--- config.mk ---
export PLATFORM = sky130hd
export DESIGN_NAME = alu_arbiter
export DESIGN_NICKNAME = d
export VERILOG_FILES = /design/src/rtl/alu_pkg.sv /design/src/rtl/alu_core.sv /design/src/rtl/alu_arbiter.sv
export SDC_FILE = /design/constraint.sdc
export NUM_CORES = 1
export LEC_CHECK = 0
export ABC_CLOCK_PERIOD_IN_PS = 2500
export CAP_MARGIN = 40
export CORE_MARGIN = 1
export CORE_UTILIZATION = 48
export CTS_CLUSTER_SIZE = 16
export DETAILED_ROUTE_END_ITERATION = 7
export PLACE_DENSITY = 0.78
export SLEW_MARGIN = 30
export SYNTH_ARGS = -nofsm -noshare
export SYNTH_HDL_FRONTEND = slang
export SYNTH_SLANG_ARGS = --single-unit
--- constraint.sdc ---
create_clock -name clk -period 2.5 [get_ports clk]
set_input_delay 0.375 -clock clk [delete_from_list [all_inputs] [get_ports clk]]
set_output_delay 0.375 -clock clk [all_outputs]
set_load 0.01 [all_outputs]
--- src/rtl/alu_pkg.sv ---
// Shared widths, FSM states and opcode constants for the two-requester ALU arbiter.
package alu_pkg;

    localparam int OPERAND_W = 4;
    localparam int RESULT_W  = 6;

    typedef enum logic [1:0] {
        ST_IDLE = 2'd0,
        ST_EXEC = 2'd1,
        ST_RESP = 2'd2
    } state_t;

    localparam logic [2:0] OP_A_INC  = 3'd0;
    localparam logic [2:0] OP_A_DEC  = 3'd1;
    localparam logic [2:0] OP_A_SHL1 = 3'd2;
    localparam logic [2:0] OP_B_INC  = 3'd3;
    localparam logic [2:0] OP_B_DEC  = 3'd4;
    localparam logic [2:0] OP_B_SHL1 = 3'd5;
    localparam logic [2:0] OP_ADD    = 3'd6;
    localparam logic [2:0] OP_A_SHL2 = 3'd7;

    localparam logic [2:0] LOP_NOT_A = 3'd0;
    localparam logic [2:0] LOP_NOT_B = 3'd1;
    localparam logic [2:0] LOP_AND   = 3'd2;
    localparam logic [2:0] LOP_OR    = 3'd3;
    localparam logic [2:0] LOP_XOR   = 3'd4;
    localparam logic [2:0] LOP_XNOR  = 3'd5;
    localparam logic [2:0] LOP_NAND  = 3'd6;
    localparam logic [2:0] LOP_NOR   = 3'd7;

    function automatic logic [RESULT_W-1:0] sext(input logic [OPERAND_W-1:0] v);
        return {{(RESULT_W-OPERAND_W){v[OPERAND_W-1]}}, v};
    endfunction

    // A 6-bit result fits the signed 4-bit range when its top three bits agree.
    function automatic logic fits_operand(input logic [RESULT_W-1:0] r);
        return (r[RESULT_W-1:OPERAND_W-1] == 3'b000) || (r[RESULT_W-1:OPERAND_W-1] == 3'b111);
    endfunction

endpackage

--- src/rtl/alu_core.sv ---
// Combinational shared ALU: signed arithmetic with overflow flag, or zero-extended bitwise logic.
module alu_core
    import alu_pkg::*;
(
    input  logic [OPERAND_W-1:0] a,
    input  logic [OPERAND_W-1:0] b,
    input  logic [3:0]           sel,
    output logic [RESULT_W-1:0]  z,
    output logic                 ovf
);

    logic [RESULT_W-1:0]  ae_s;
    logic [RESULT_W-1:0]  be_s;
    logic [RESULT_W-1:0]  arith_s;
    logic [OPERAND_W-1:0] logic_s;

    // Opcode decode and result select
    always_comb begin
        ae_s    = sext(a);
        be_s    = sext(b);
        arith_s = 6'd0;
        logic_s = 4'd0;
        case (sel[2:0])
            OP_A_INC:  arith_s = ae_s + 6'd1;
            OP_A_DEC:  arith_s = ae_s - 6'd1;
            OP_A_SHL1: arith_s = ae_s << 1;
            OP_B_INC:  arith_s = be_s + 6'd1;
            OP_B_DEC:  arith_s = be_s - 6'd1;
            OP_B_SHL1: arith_s = be_s << 1;
            OP_ADD:    arith_s = ae_s + be_s;
            OP_A_SHL2: arith_s = ae_s << 2;
            default:   arith_s = 6'd0;
        endcase
        case (sel[2:0])
            LOP_NOT_A: logic_s = ~a;
            LOP_NOT_B: logic_s = ~b;
            LOP_AND:   logic_s = a & b;
            LOP_OR:    logic_s = a | b;
            LOP_XOR:   logic_s = a ^ b;
            LOP_XNOR:  logic_s = ~(a ^ b);
            LOP_NAND:  logic_s = ~(a & b);
            LOP_NOR:   logic_s = ~(a | b);
            default:   logic_s = 4'd0;
        endcase
        if (sel[3]) begin
            z   = {2'b00, logic_s};
            ovf = 1'b0;
        end else begin
            z   = arith_s;
            ovf = ~fits_operand(arith_s);
        end
    end

endmodule

--- src/rtl/alu_arbiter.sv ---
// Round-robin arbiter sharing one ALU between two requesters, one operation in flight at a time.
module alu_arbiter
    import alu_pkg::*;
#(
    parameter int PRIO_INIT = 0
) (
    input  logic                 clk,
    input  logic                 reset,
    input  logic                 req0_valid,
    output logic                 req0_ready,
    input  logic [OPERAND_W-1:0] req0_a,
    input  logic [OPERAND_W-1:0] req0_b,
    input  logic [3:0]           req0_sel,
    input  logic                 req1_valid,
    output logic                 req1_ready,
    input  logic [OPERAND_W-1:0] req1_a,
    input  logic [OPERAND_W-1:0] req1_b,
    input  logic [3:0]           req1_sel,
    output logic                 rsp_valid,
    input  logic                 rsp_ready,
    output logic                 rsp_id,
    output logic [RESULT_W-1:0]  rsp_z,
    output logic                 rsp_ovf
);

    localparam logic PRIO_RST = (PRIO_INIT != 0) ? 1'b1 : 1'b0;

    state_t               state_r;
    state_t               state_nxt_s;
    logic                 prio_r;
    logic [OPERAND_W-1:0] a_r;
    logic [OPERAND_W-1:0] b_r;
    logic [3:0]           sel_r;
    logic                 id_r;
    logic                 rsp_valid_r;
    logic                 rsp_id_r;
    logic [RESULT_W-1:0]  rsp_z_r;
    logic                 rsp_ovf_r;
    logic                 grant_id_s;
    logic                 accept_s;
    logic                 rsp_done_s;
    logic [RESULT_W-1:0]  alu_z_s;
    logic                 alu_ovf_s;

    alu_core u_alu (
        .a   (a_r),
        .b   (b_r),
        .sel (sel_r),
        .z   (alu_z_s),
        .ovf (alu_ovf_s)
    );

    // Grant selection; a lone requester wins, a tie goes to the priority holder
    always_comb begin
        if (req0_valid && req1_valid) begin
            grant_id_s = prio_r;
        end else if (req1_valid) begin
            grant_id_s = 1'b1;
        end else begin
            grant_id_s = 1'b0;
        end
        accept_s   = (state_r == ST_IDLE) && (req0_valid || req1_valid) && !reset;
        req0_ready = accept_s && (grant_id_s == 1'b0);
        req1_ready = accept_s && (grant_id_s == 1'b1);
        rsp_done_s = (state_r == ST_RESP) && rsp_ready;
    end

    // Next-state logic
    always_comb begin
        state_nxt_s = state_r;
        case (state_r)
            ST_IDLE: begin
                if (accept_s) begin
                    state_nxt_s = ST_EXEC;
                end else begin
                    state_nxt_s = ST_IDLE;
                end
            end
            ST_EXEC: state_nxt_s = ST_RESP;
            ST_RESP: begin
                if (rsp_done_s) begin
                    state_nxt_s = ST_IDLE;
                end else begin
                    state_nxt_s = ST_RESP;
                end
            end
            default: state_nxt_s = ST_IDLE;
        endcase
    end

    // State register
    always_ff @(posedge clk or posedge reset) begin
        if (reset) begin
            state_r <= ST_IDLE;
        end else begin
            state_r <= state_nxt_s;
        end
    end

    // Operand capture, priority rotation and response registers
    always_ff @(posedge clk or posedge reset) begin
        if (reset) begin
            prio_r      <= PRIO_RST;
            a_r         <= 4'd0;
            b_r         <= 4'd0;
            sel_r       <= 4'd0;
            id_r        <= 1'b0;
            rsp_valid_r <= 1'b0;
            rsp_id_r    <= 1'b0;
            rsp_z_r     <= 6'd0;
            rsp_ovf_r   <= 1'b0;
        end else begin
            if (accept_s) begin
                a_r    <= grant_id_s ? req1_a : req0_a;
                b_r    <= grant_id_s ? req1_b : req0_b;
                sel_r  <= grant_id_s ? req1_sel : req0_sel;
                id_r   <= grant_id_s;
                prio_r <= ~grant_id_s;
            end
            if (state_r == ST_EXEC) begin
                rsp_valid_r <= 1'b1;
                rsp_id_r    <= id_r;
                rsp_z_r     <= alu_z_s;
                rsp_ovf_r   <= alu_ovf_s;
            end else if (rsp_done_s) begin
                rsp_valid_r <= 1'b0;
            end
        end
    end

    assign rsp_valid = rsp_valid_r;
    assign rsp_id    = rsp_id_r;
    assign rsp_z     = rsp_z_r;
    assign rsp_ovf   = rsp_ovf_r;

endmodule

; ---- Word level (Yosys, flattened, before mapping)
; Cells that the tools add are included.
[classes]
n_mux = 14
reduce_logical = 13
bitwise = 10
eq_ne = 10
addsub = 5
[ops]
columns = cell, count
row1 = 6-bit case mux with 8 select lines, 1
row2 = 4-bit case mux with 8 select lines, 1
row3 = 4-bit NOT, 5
row4 = "3-bit equality test, second input constant", 5
row5 = 4-bit two-way mux, 3
row6 = "4-bit by 2-bit adder with 5-bit output, second input constant", 2
row7 = "4-bit by 2-bit subtractor with 5-bit output, second input constant", 2
row8 = "3-bit by 2-bit equality test with 1-bit output, second input constant", 2
row9 = 1-bit logical AND, 6
row10 = 3-bit logical NOT, 2
row11 = 1-bit two-way mux, 6
row12 = 6-bit two-way mux, 1
row13 = 2-bit case mux with 3 select lines, 1
row14 = 4-bit by 4-bit adder with 5-bit output, 1
row15 = 4-bit bitwise AND, 1
row16 = 4-bit OR, 1
row17 = 4-bit bitwise XOR, 1
row18 = "3-bit by 1-bit equality test with 1-bit output, second input constant", 1
row19 = "2-bit by 1-bit equality test with 1-bit output, second input constant", 1
row20 = "2-bit equality test, second input constant", 1
row21 = 2-bit logical NOT, 1
row22 = 1-bit logical OR, 2
row23 = 2-bit two-way mux, 1
row24 = 1-bit NOT, 2
row25 = 2 further kinds, 2
[word_totals]
output_inout_bits = 11
in_bits = 29
reg_bits = 25
elab_cells = 62

; ---- Logic depth before layout (Yosys ltp)
; Gate-level depths: netlist of run 1.
[logic_depth]
word_depth = 6
mapped_depth = 9

; ---- Cells and area by module
; From an unflattened synthesis of run 1, not the netlist that was laid out.
[hier_totals]
cells_unflattened = 239
hier_area_um2 = 2252.2
[modules_own_cells]
columns = module, n_inst, seq_area_each_um2, area_each_um2, cells_per_inst
row1 = alu_arbiter, 1, 625.6, 1139.8, 81
row2 = alu_core, 1, 0.0, 1112.3, 158

; ---- Least setup slack after synthesis of run 1
; OpenSTA, ideal clock, no wires.
[synth_path]
path_kind = register -> register
start = reg a_r[0]
end = reg rsp_ovf_r, in the netlist rsp_ovf
path_stages_with_launch = 9
setup_time_ns = 0.126
t_arrival_ns = 2.222
setup_slack_ns = 0.152
path_buffers = 0
path_cell_list = dfrtp_1 > ha_1 > fa_1 > a211o_1 > a2111o_1 > o211a_1 > nand3_1 > nor2_1 > a221o_1
[synth_via]
elab_chain_len = 6
word_cells_on_any_way = 9
classes_between = add/sub: 3 / eq/ne: 1 / mux: 2 / bitwise: 1 / reduce/logical: 2
[synth_rtl]
columns = item, line_no
row1 = start: declaration, alu_arbiter.sv:31  ; logic [OPERAND_W-1:0] a_r;
row2 = start signal: assignment, alu_arbiter.sv:114  ; a_r <= grant_id_s ? req1_a : req0_a;
row3 = "4-bit by 4-bit adder with 5-bit output, or another cell as far along", alu_core.sv:30  ; OP_ADD: arith_s = ae_s + be_s;
row4 = 6-bit case mux with 8 select lines *, alu_core.sv:23  ; case (sel[2:0])
row5 = 3-bit equality test or 3-bit logical NOT (tied branches), alu_pkg.sv:37  ; return (r[RESULT_W-1:OPERAND_W-1] == 3'b000) || (r[RESULT_W-1:OPERAND_W-1] == 3'b111);
row6 = 1-bit logical OR *, alu_pkg.sv:37
row7 = 1-bit NOT *, alu_core.sv:50  ; ovf = ~fits_operand(arith_s);
row8 = 1-bit two-way mux *, alu_core.sv:45  ; if (sel[3]) begin
row9 = end signal: assignment, alu_arbiter.sv:124  ; rsp_ovf_r <= alu_ovf_s;
row10 = end: declaration, alu_arbiter.sv:38  ; logic rsp_ovf_r;
; Every way passes the cells marked *; elsewhere a longest branch is shown, timed or not.
; A chain may end at the register's enable or synchronous reset.

; ---- Final worst setup path of run 1
[layout_path]
start = in req0_valid
end = out req1_ready
[layout_via]
elab_chain_len = 4
word_cells_on_any_way = 6
classes_between = mux: 1 / reduce/logical: 5
[layout_rtl]
columns = item, line_no
row1 = start: declaration, alu_arbiter.sv:9  ; input logic req0_valid,
row2 = 1-bit logical OR, alu_arbiter.sv:62  ; accept_s = (state_r == ST_IDLE) && (req0_valid || req1_valid) && !reset;
row3 = 1-bit logical AND (2 in a row), alu_arbiter.sv:62
row4 = 1-bit logical AND *, alu_arbiter.sv:64  ; req1_ready = accept_s && (grant_id_s == 1'b1);
row5 = end: declaration, alu_arbiter.sv:15  ; output logic req1_ready,
; Marks and branches as above.

==> results of run 1 <==
## routing by layer
layer / GRT usage / vias up / part of all wire
met2: 0.385 / 56 / 0.45
met4: 0.0663 / 0 / 0.015
met1: 0.318 / 907 / 0.49
met3: 0.0378 / 9 / 0.045
li1: - / 989 / -
met5: 0 / - / 0
## through the flow
step           worst slack (ps)  utilization  hold WS (ps)
5_1_grt                    6.05        0.645           507
3_5_place_dp               60.7        0.632           463
2_1_floorplan               152            -           402
6_report                   80.7        0.645           466
3_3_place_gp               72.6        0.632           460
4_1_cts                    58.4        0.644           487
## logic make-up (layout without fill, tap and decap cells)
| family | after synthesis | after routing | synth area share |
|---|---|---|---|
| adders and majority gates | 13 | 13 | 0.0793 |
| AOI/OAI and AO/OA | 79 | 79 | 0.249 |
| buffers and inverters | 32 | 73 | 0.0770 |
| DFF | 25 | 25 | 0.292 |
| muxes | 14 | 14 | 0.0659 |
| xor gates and xnor gates | 12 | 12 | 0.0490 |
| and+or+nand+nor | 79 | 79 | 0.188 |
## area by class of cell
class | count | area, sq um | area share
inverters | 14 | 52.6 | 0.0197
well taps | 50 | 62.6 | 0.0234
repair buffers | 55 | 526 | 0.197
flip-flops and latches | 25 | 626 | 0.234
multi-input cells | 197 | 1360 | 0.508
clock buffers | 3 | 41.3 | 0.0154
clock inverters | 1 | 7.51 | 0.00281
## timing repair
| item | CTS | global route |
|---|---|---|
| setup endpoints to repair | 0 | 2 |
| buffers inserted | 0 | 0 |
| resized for setup | 0 | 2 |
| hold buffers | 0 | 0 |
## sequential cells by signal (all words and copies together) (netlist names)
register / flops
prio_r: 1
state_r: 2
rsp_id: 1
rsp_z: 6
rsp_valid: 1
rsp_ovf: 1
b_r: 4
a_r: 4
sel_r: 4
id_r: 1
## power groups by stage
stage	clock network, mW	registers, mW	logic, mW
floorplan	0	0.741	1.52
global placement	0	0.758	2.02
detailed placement	0	0.767	2.06
CTS	0.258	0.758	2.08
global route	0.273	0.789	2.34
finish	0.258	0.760	2.08
## critical path, stage by stage
cell	delay [ps]
clkdlybuf4s50_1	480
nor2_1	40
or4_1	440
nor2_1	160
clkdlybuf4s50_1	550
## synthesized netlist by cell type (2+ instances only)
cell,number,area share
a21oi_1,26,0.061
or2_2,3,0.0087
nor2b_1,4,0.012
a221o_1,2,0.0093
a21boi_0,2,0.0070
o211ai_1,3,0.010
and2_1,3,0.0087
xor2_1,5,0.020
buf_2,8,0.019
a211oi_1,3,0.010
nor3_1,3,0.0070
ha_1,12,0.070
a21o_1,6,0.021
nand3_1,4,0.0093
o221ai_1,2,0.0082
nand2b_1,3,0.0087
buf_4,2,0.0070
nand2_1,14,0.024
a31oi_1,4,0.012
clkbuf_1,3,0.0052
nor2_1,33,0.058
o21ai_1,2,0.0047
o21ai_0,12,0.028
inv_1,13,0.023
buf_1,2,0.0035
mux2i_1,13,0.061
a221oi_1,4,0.016
xnor2_1,7,0.029
clkbuf_8,2,0.013
dfrtp_1,25,0.29
## worst max-delay path by stage
stage / from / end / slack (ps) / cells past startpoint
6_report: req0_valid / req1_ready / 80 / 5
5_1_grt: req1_valid / req1_ready / 6 / 5
4_1_cts: req0_valid / req0_ready / 60 / 6
3_5_place_dp: req0_valid / req0_ready / 60 / 6
3_3_place_gp: req1_valid / req0_ready / 70 / 6
2_1_floorplan: a_r[0] / rsp_ovf / 150 / 8
==> impl.org, run 1 <==
** Detailed routing
- After the first detailed-routing iteration, the DRC count stood at 97.
- Post-Route WL :: 4900 microns
- Antenna Nets Post-Route :: 0
- Vias per cell :: 5.68
- Total via count after detailed routing :: 1961
- After detailed routing, the average wire length per cell comes to 14.2 microns.
- Count of TritonRoute iterations in the first routing pass :: 4
- After detailed routing, the number of remaining DRC violations is 0.

** Layout
- Leaving out filler cells and counting taps, the final layout contains 345.
- The top cell types in the final layout, fill and taps aside, are 38 x clkdlybuf4s50_1, 33 x nor2_1, 26 x a21oi_1.
- With fillers left out, the area of the finished cells amounts to 0.00267 sq mm.
- Most common cell after layout, fill and taps aside :: clkdlybuf4s50_1
- Fill cells in the final layout number 372.
- Syn-to-layout area delta :: 24.5%
- The final layout contains 338 nets.
- Antenna cell count :: 0
- Fraction of final layout cells with drive strength greater than 1 :: 0.119

** Timing
- On the final layout, the worst clock skew is 9.89 ps.
- Setup repair after global routing missed its margin :: no
- Slew margin rel. :: 0.651
- Static timing analysis puts the maximum clock frequency at 0.413 GHz.
- Final setup TNS :: 0 ps
- At the pin with the least slew margin, the transition time is 522 ps.
- Of the available clock period, the critical path in the final layout requires 0.968.
- The count of pins over their slew limit is 0.
- Count of final hold-check violations :: 0
- The worst path in the final design needs a cycle of 2420 ps, including I/O delays and setup.
- Setup violations remaining at the end of the flow were counted as 0.

** Setup path
- Critical path endpoint category :: output port
- The endpoint identified for the worst register-to-register timing path is rsp_ovf.
- For the worst setup path, the data required time is 2120 ps.
- The worst setup path is launched from a primary input.
- Critical path fanouts, max :: 3
- Setup slack on the worst reg-to-reg path comes out at 140 ps.
- Crit path DAT :: 2040 ps
- Worst flop-to-flop path startpoint :: a_r[0]
- The worst setup path is of the in2out kind.
- The worst register-to-register path has a depth of 8.

** Floorplan
- Core box area :: 0.00414 sq mm
- Horiz. Die Dim :: 68.9 microns
- Area of the die :: 0.00474 sq mm
- Initial core utilization :: 0.518
- 40 I/O pins were placed.
- In this run the core area contains 23 standard-cell rows.
- Die height :: 68.9 microns

** Synthesis
- Yosys mapped a number of flops with a built-in enable equal to 0.
- Synthesis produced 254 cells.
- Synth Warn # :: 0
- Netlist Area Pre-Place :: 0.00215 sq mm
- Synth Area per Inst :: 8.45 sq um
- Net count of the mapped netlist :: 296
- Flop and latch count out of synthesis :: 25
- Part of the Yosys area used for sequential elements :: 0.292
- Main synth FF type :: dfrtp_1
- The number of different library cells used by synthesis comes to 59.
- Fraction of registers with async set/reset :: 1.00

** Placed design
- The wire-length estimate of the detail-placed layout is 3760 microns.
- Count of buffers inserted at the top-level ports :: 39
- Placed standard-cell area :: 0.00262 sq mm
- Cells after DPL :: 341
- Final Wtd Congestion :: 0.924

** CTS
- Deepest clock path buffer count :: 2
- Source-to-sink clock delay at the later pin of the worst-skew pair :: 290 ps
- Clock Sink Count :: 25
- Clock tree root buffer cell :: clkbuf_8
- Maximum level of the CTS H-tree :: 1
- Clock-pin slew was measured on the worst setup and hold paths at 100 ps.
- TritonCTS clock tree :: built
- Clock tree synthesis inserted a total of 3 buffers.

** Pwr
- The share of total power dissipated in sequential elements is 0.245.
- In this run the static leakage power is 1.21 nW.
- Summed over all nets, the switching power comes to 1.41 mW.
- Worst IR Drop VDD :: 0.000525 V
- Internal power of the cells :: 1.69 mW
- Share of total power consumed by net switching :: 0.456
- The share of total power dissipated in combinational logic is 0.671.
- Of the total power, the clock network draws 0.083.
- Dividing total power by cell area gives a power density of 1160 mW/mm^2.
- Overall power after layout :: 3.10 mW

** GRT
- Pin count of the biggest net entering global routing :: 32
- Remaining Overflow, GRT :: 0
- The first global-routing pass estimated 8180 microns of wire.
- The via count of the first global-routing pass is 1784.
- GRT Overall Usage :: 0.235
- Number of antenna violations at the first check in global routing :: 0

** Min path
- Class of the tightest hold or removal check :: in2async

** Outcome
- Run status :: completed

** Flow run
- The tool flagged a number of max-cap violations equal to 0.
Power figures use the tool's default switching activity.
==> run 2, diff against run 1 <==
--- a/config.mk
+++ b/config.mk
@@ -12,6 +12,7 @@
 export CTS_CLUSTER_SIZE = 16
 export DETAILED_ROUTE_END_ITERATION = 7
 export PLACE_DENSITY = 0.78
+export RECOVER_POWER = 50
 export SLEW_MARGIN = 30
 export SYNTH_ARGS = -nofsm -noshare
 export SYNTH_HDL_FRONTEND = slang
==> run 2 against run 1 <==
Die area unchanged. Worst hold slack better by 17 ps. Clock skew rose by 1.4 ps. Global-route usage did not move. Final cell count unchanged. Setup slack improved by 5.3 ps. Non-clock buffer count stayed put. Sequential share of layout area is 0.099 points higher. Register-to-register slack is essentially flat. Combinational power about the same. Highest routed layer unchanged.
==> impl.org, run 2 (same netlist as run 1, synthesis figures left out) <==
** Detailed routing
- The overall via count from detail_route was 1954 (-0.36%).
- The wire length per cell is 14.3 microns (+0.59%).
- The average via count per standard cell was 5.66 (-0.36%).
- The detailed-routing iteration count for the pre-antenna-repair pass is 4 (unchanged).
- The count of antenna-violating nets left after detailed routing came to 0 (unchanged).
- Detailed-route DRC error count :: 0 (unchanged)
- The DRC marker count from the first detailed-route iteration came to 108 (+11%).
- The aggregate routed wire length came to 4930 microns (+0.59%).

** Layout
- The register area was 626 sq um (unchanged).
- The area growth from synthesis to layout is 24.0%.
- The library cells used most frequently in the layout, excluding fill and tap cells, are 38 x clkdlybuf4s50_1, 33 x nor2_1, 26 x a21oi_1.
- Area taken by multi-input logic gates :: 0.00136 sq mm (unchanged)
- Fill cell instance count of the final layout :: 375 (+0.81%)
- The number of inserted diodes was 0 (unchanged).
- Fraction of final layout cells with drive strength greater than 1 :: 0.108 (-0.0102)
- The final core utilization is 0.642 (-0.00272).
- Number of nets in the layout :: 338 (unchanged)
- Leaving out fill and tap cells, the most frequent cell in the layout is clkdlybuf4s50_1.
- Flip-flop count of the largest register, all copies and words added :: 6 (unchanged)

** Timing
- The time the final worst path needs with I/O delays and setup is 2410 ps (-5.32 ps).
- Slew at the pin with the worst max-slew slack :: 1330 ps (+810 ps)
- Largest clock skew in the final design :: 11.3 ps (+1.39 ps)
- The post-route fraction of the period consumed by the critical path came to 0.966 (-0.00213).
- Setup repair after global routing left no endpoint under its margin.
- The max-slew headroom at the worst pin came to 0.112 (-0.539).
- Count of pins over their slew limit :: 0 (unchanged)
- Count of final hold-check violations :: 0 (unchanged)
- The number of failing setup endpoints in the final timing report is 0 (unchanged).
- Final setup TNS :: 0 ps (unchanged)
- The achievable clock frequency came to 0.414 GHz (+0.22%).

** Pwr
- The share of power burned in combinational logic was 0.672 (about the same).
- Part of the power in the clock network :: 0.083 (about the same)
- Power per unit of standard cell area :: 1160 mW/mm^2 (+0.39%)
- Share of total power consumed by net switching :: 0.457 (+0.00104)
- The worst supply voltage drop on vdd came to 0.000527 V (+0.36%).
- Switching power :: 1.41 mW (+0.19%)
- Internal power of the cells :: 1.68 mW (-0.23%)
- The part of the power in registers is 0.245 (about the same).
- The standby leakage power came to 1.20 nW (-0.97%).

** GRT
- The via count of the first global-routing pass is 1784 (unchanged).
- The total routing resource utilization after global routing is 0.235 (unchanged).
- The initial antenna violation count was 0 (unchanged).
- The first-pass GRT wire length came to 8180 microns (unchanged).
- Pin count of the biggest net entering global routing :: 32 (unchanged)
- The overflow left after global routing came to 0 (unchanged).

** Floorplan
- Die height :: 68.9 microns (unchanged)
- Horiz. Die Dim :: 68.9 microns (unchanged)
- Initial core utilization :: 0.518 (unchanged)
- The floorplan core area came to 0.00414 sq mm (unchanged).
- The number of cell rows is 23 (unchanged).
- Io pins :: 40 (unchanged)
- The full die area was 0.00474 sq mm (unchanged).

** Setup path
- The required time at the endpoint of the critical path was 2120 ps (about the same).
- Critical path fanouts, max :: 3 (unchanged)
- Depth of the worst register-to-register path :: 8 (unchanged)
- Buffers and inverters on the worst path :: 2 (unchanged)
- The cell depth of the worst setup path came to 5 (unchanged).
- Setup crit start kind :: primary input
- The slowest stage of the critical path is the clkdlybuf4s50_1 cell.
- Walking the worst path, the cells encountered are clkdlybuf4s50_1 > nor2_1 > or4_1 > nor2_1 > clkdlybuf4s50_1.
- The arrival time of data at the critical path endpoint was 2040 ps (about the same).
- Broken down by cell family, the worst path's largest delay share belongs to buffers and inverters.
- Crit Path Class :: in2out
- Largest stage delay on the critical path :: 550 ps (about the same)
- Critical path endpoint category :: output port

** Min path
- Class of the tightest hold or removal check :: reg2reg
- Along the worst hold path, the cell count comes to 1.

** CTS
- Clk slew on worst S/H paths :: 100 ps (about the same)
- TritonCTS clock tree :: built
- The total clock sinks is 25 (unchanged).
- The H-tree depth was 1 (unchanged).
- The cell sitting at the root of the clock tree is a clkbuf_8.
- Number of buffers added for setup after CTS :: 0 (unchanged)
- Deepest clock path buffer count :: 2 (unchanged)
- The later-pin clock latency in the skew report came to 290 ps (about the same).
- The TritonCTS buffer count is 3 (unchanged).

** Outcome
- The flow ran to the end, and the final reports show no timing, DRC or antenna violations.

** Placed design
- The half-perimeter wire length after placement is 3760 microns (unchanged).
- Count of buffers inserted at the top-level ports :: 39 (unchanged)
- The final estimated routing congestion in global placement was 0.924 (unchanged).

** Flow run
- Number of violations of the max-capacitance limit :: 0 (unchanged)
## run 2: cell count changes in the layout (fill, tap and decap cells not counted), sizes merged
cell,change
buf,-3
clkbuf,+3
## run 2: final cells by class
type,instances,share of cell area
clock buffers,3,0.0155
clock inverters,1,0.00282
inverters,14,0.0197
multi-input cells,197,0.510
flip-flops and latches,25,0.235
well taps,50,0.0235
repair buffers,55,0.193
## run 2: power groups by stage
stage          registers, mW  logic, mW  clock network, mW
2_1_floorplan          0.741       1.52                  0
3_3_place_gp           0.758       2.02                  0
3_5_place_dp           0.767       2.06                  0
4_1_cts                0.758       2.08              0.258
5_1_grt                0.790       2.34              0.273
6_report               0.759       2.08              0.257
## run 2: path summary, 6_finish.rpt
check,startpoint,endpoint,slack [ps]
worst min register to register,rsp_z[1],rsp_z[1],480
worst max-delay path,req0_valid,req1_ready,90
worst min-delay path,rsp_z[1],rsp_z[1],480
worst max register to register,a_r[0],rsp_ovf,140
max in group asynchronous,reset,a_r[0],850
min in group asynchronous,reset,id_r,860
## run 2: stage by stage
stage | cells | worst slack, ps | hold slack [ps] | power (mW) | area (sq um)
global placement | 341 | 72.6 | 460 | 2.77 | 2620
finish | 345 | 86.1 | 483 | 3.10 | 2660
detailed placement | 341 | 60.7 | 463 | 2.83 | 2620
floorplan | 254 | 152 | 402 | 2.26 | 2150
CTS | 345 | 58.4 | 487 | 3.09 | 2670
global route | 345 | 14.5 | 507 | 3.40 | 2660
## run 2: metal layers
metal,part of all wire,global-route usage
met5,0,0
met4,0.012,0.0663
met3,0.056,0.0378
met2,0.46,0.385
met1,0.48,0.318
## run 2: repair_timing
action                     4_1_cts  5_1_grt
setup endpoints to repair        0        2
hold buffers                     0        0
gates resized for setup          0        2
## run 2: worst reg2reg max path: stages (launching register included)
cell,delay (ps)
dfrtp_1,390
ha_1,250
fa_2,370
a211o_1,270
a2111o_1,410
o211a_1,170
nand3_1,100
nor2_1,40
a221o_1,260
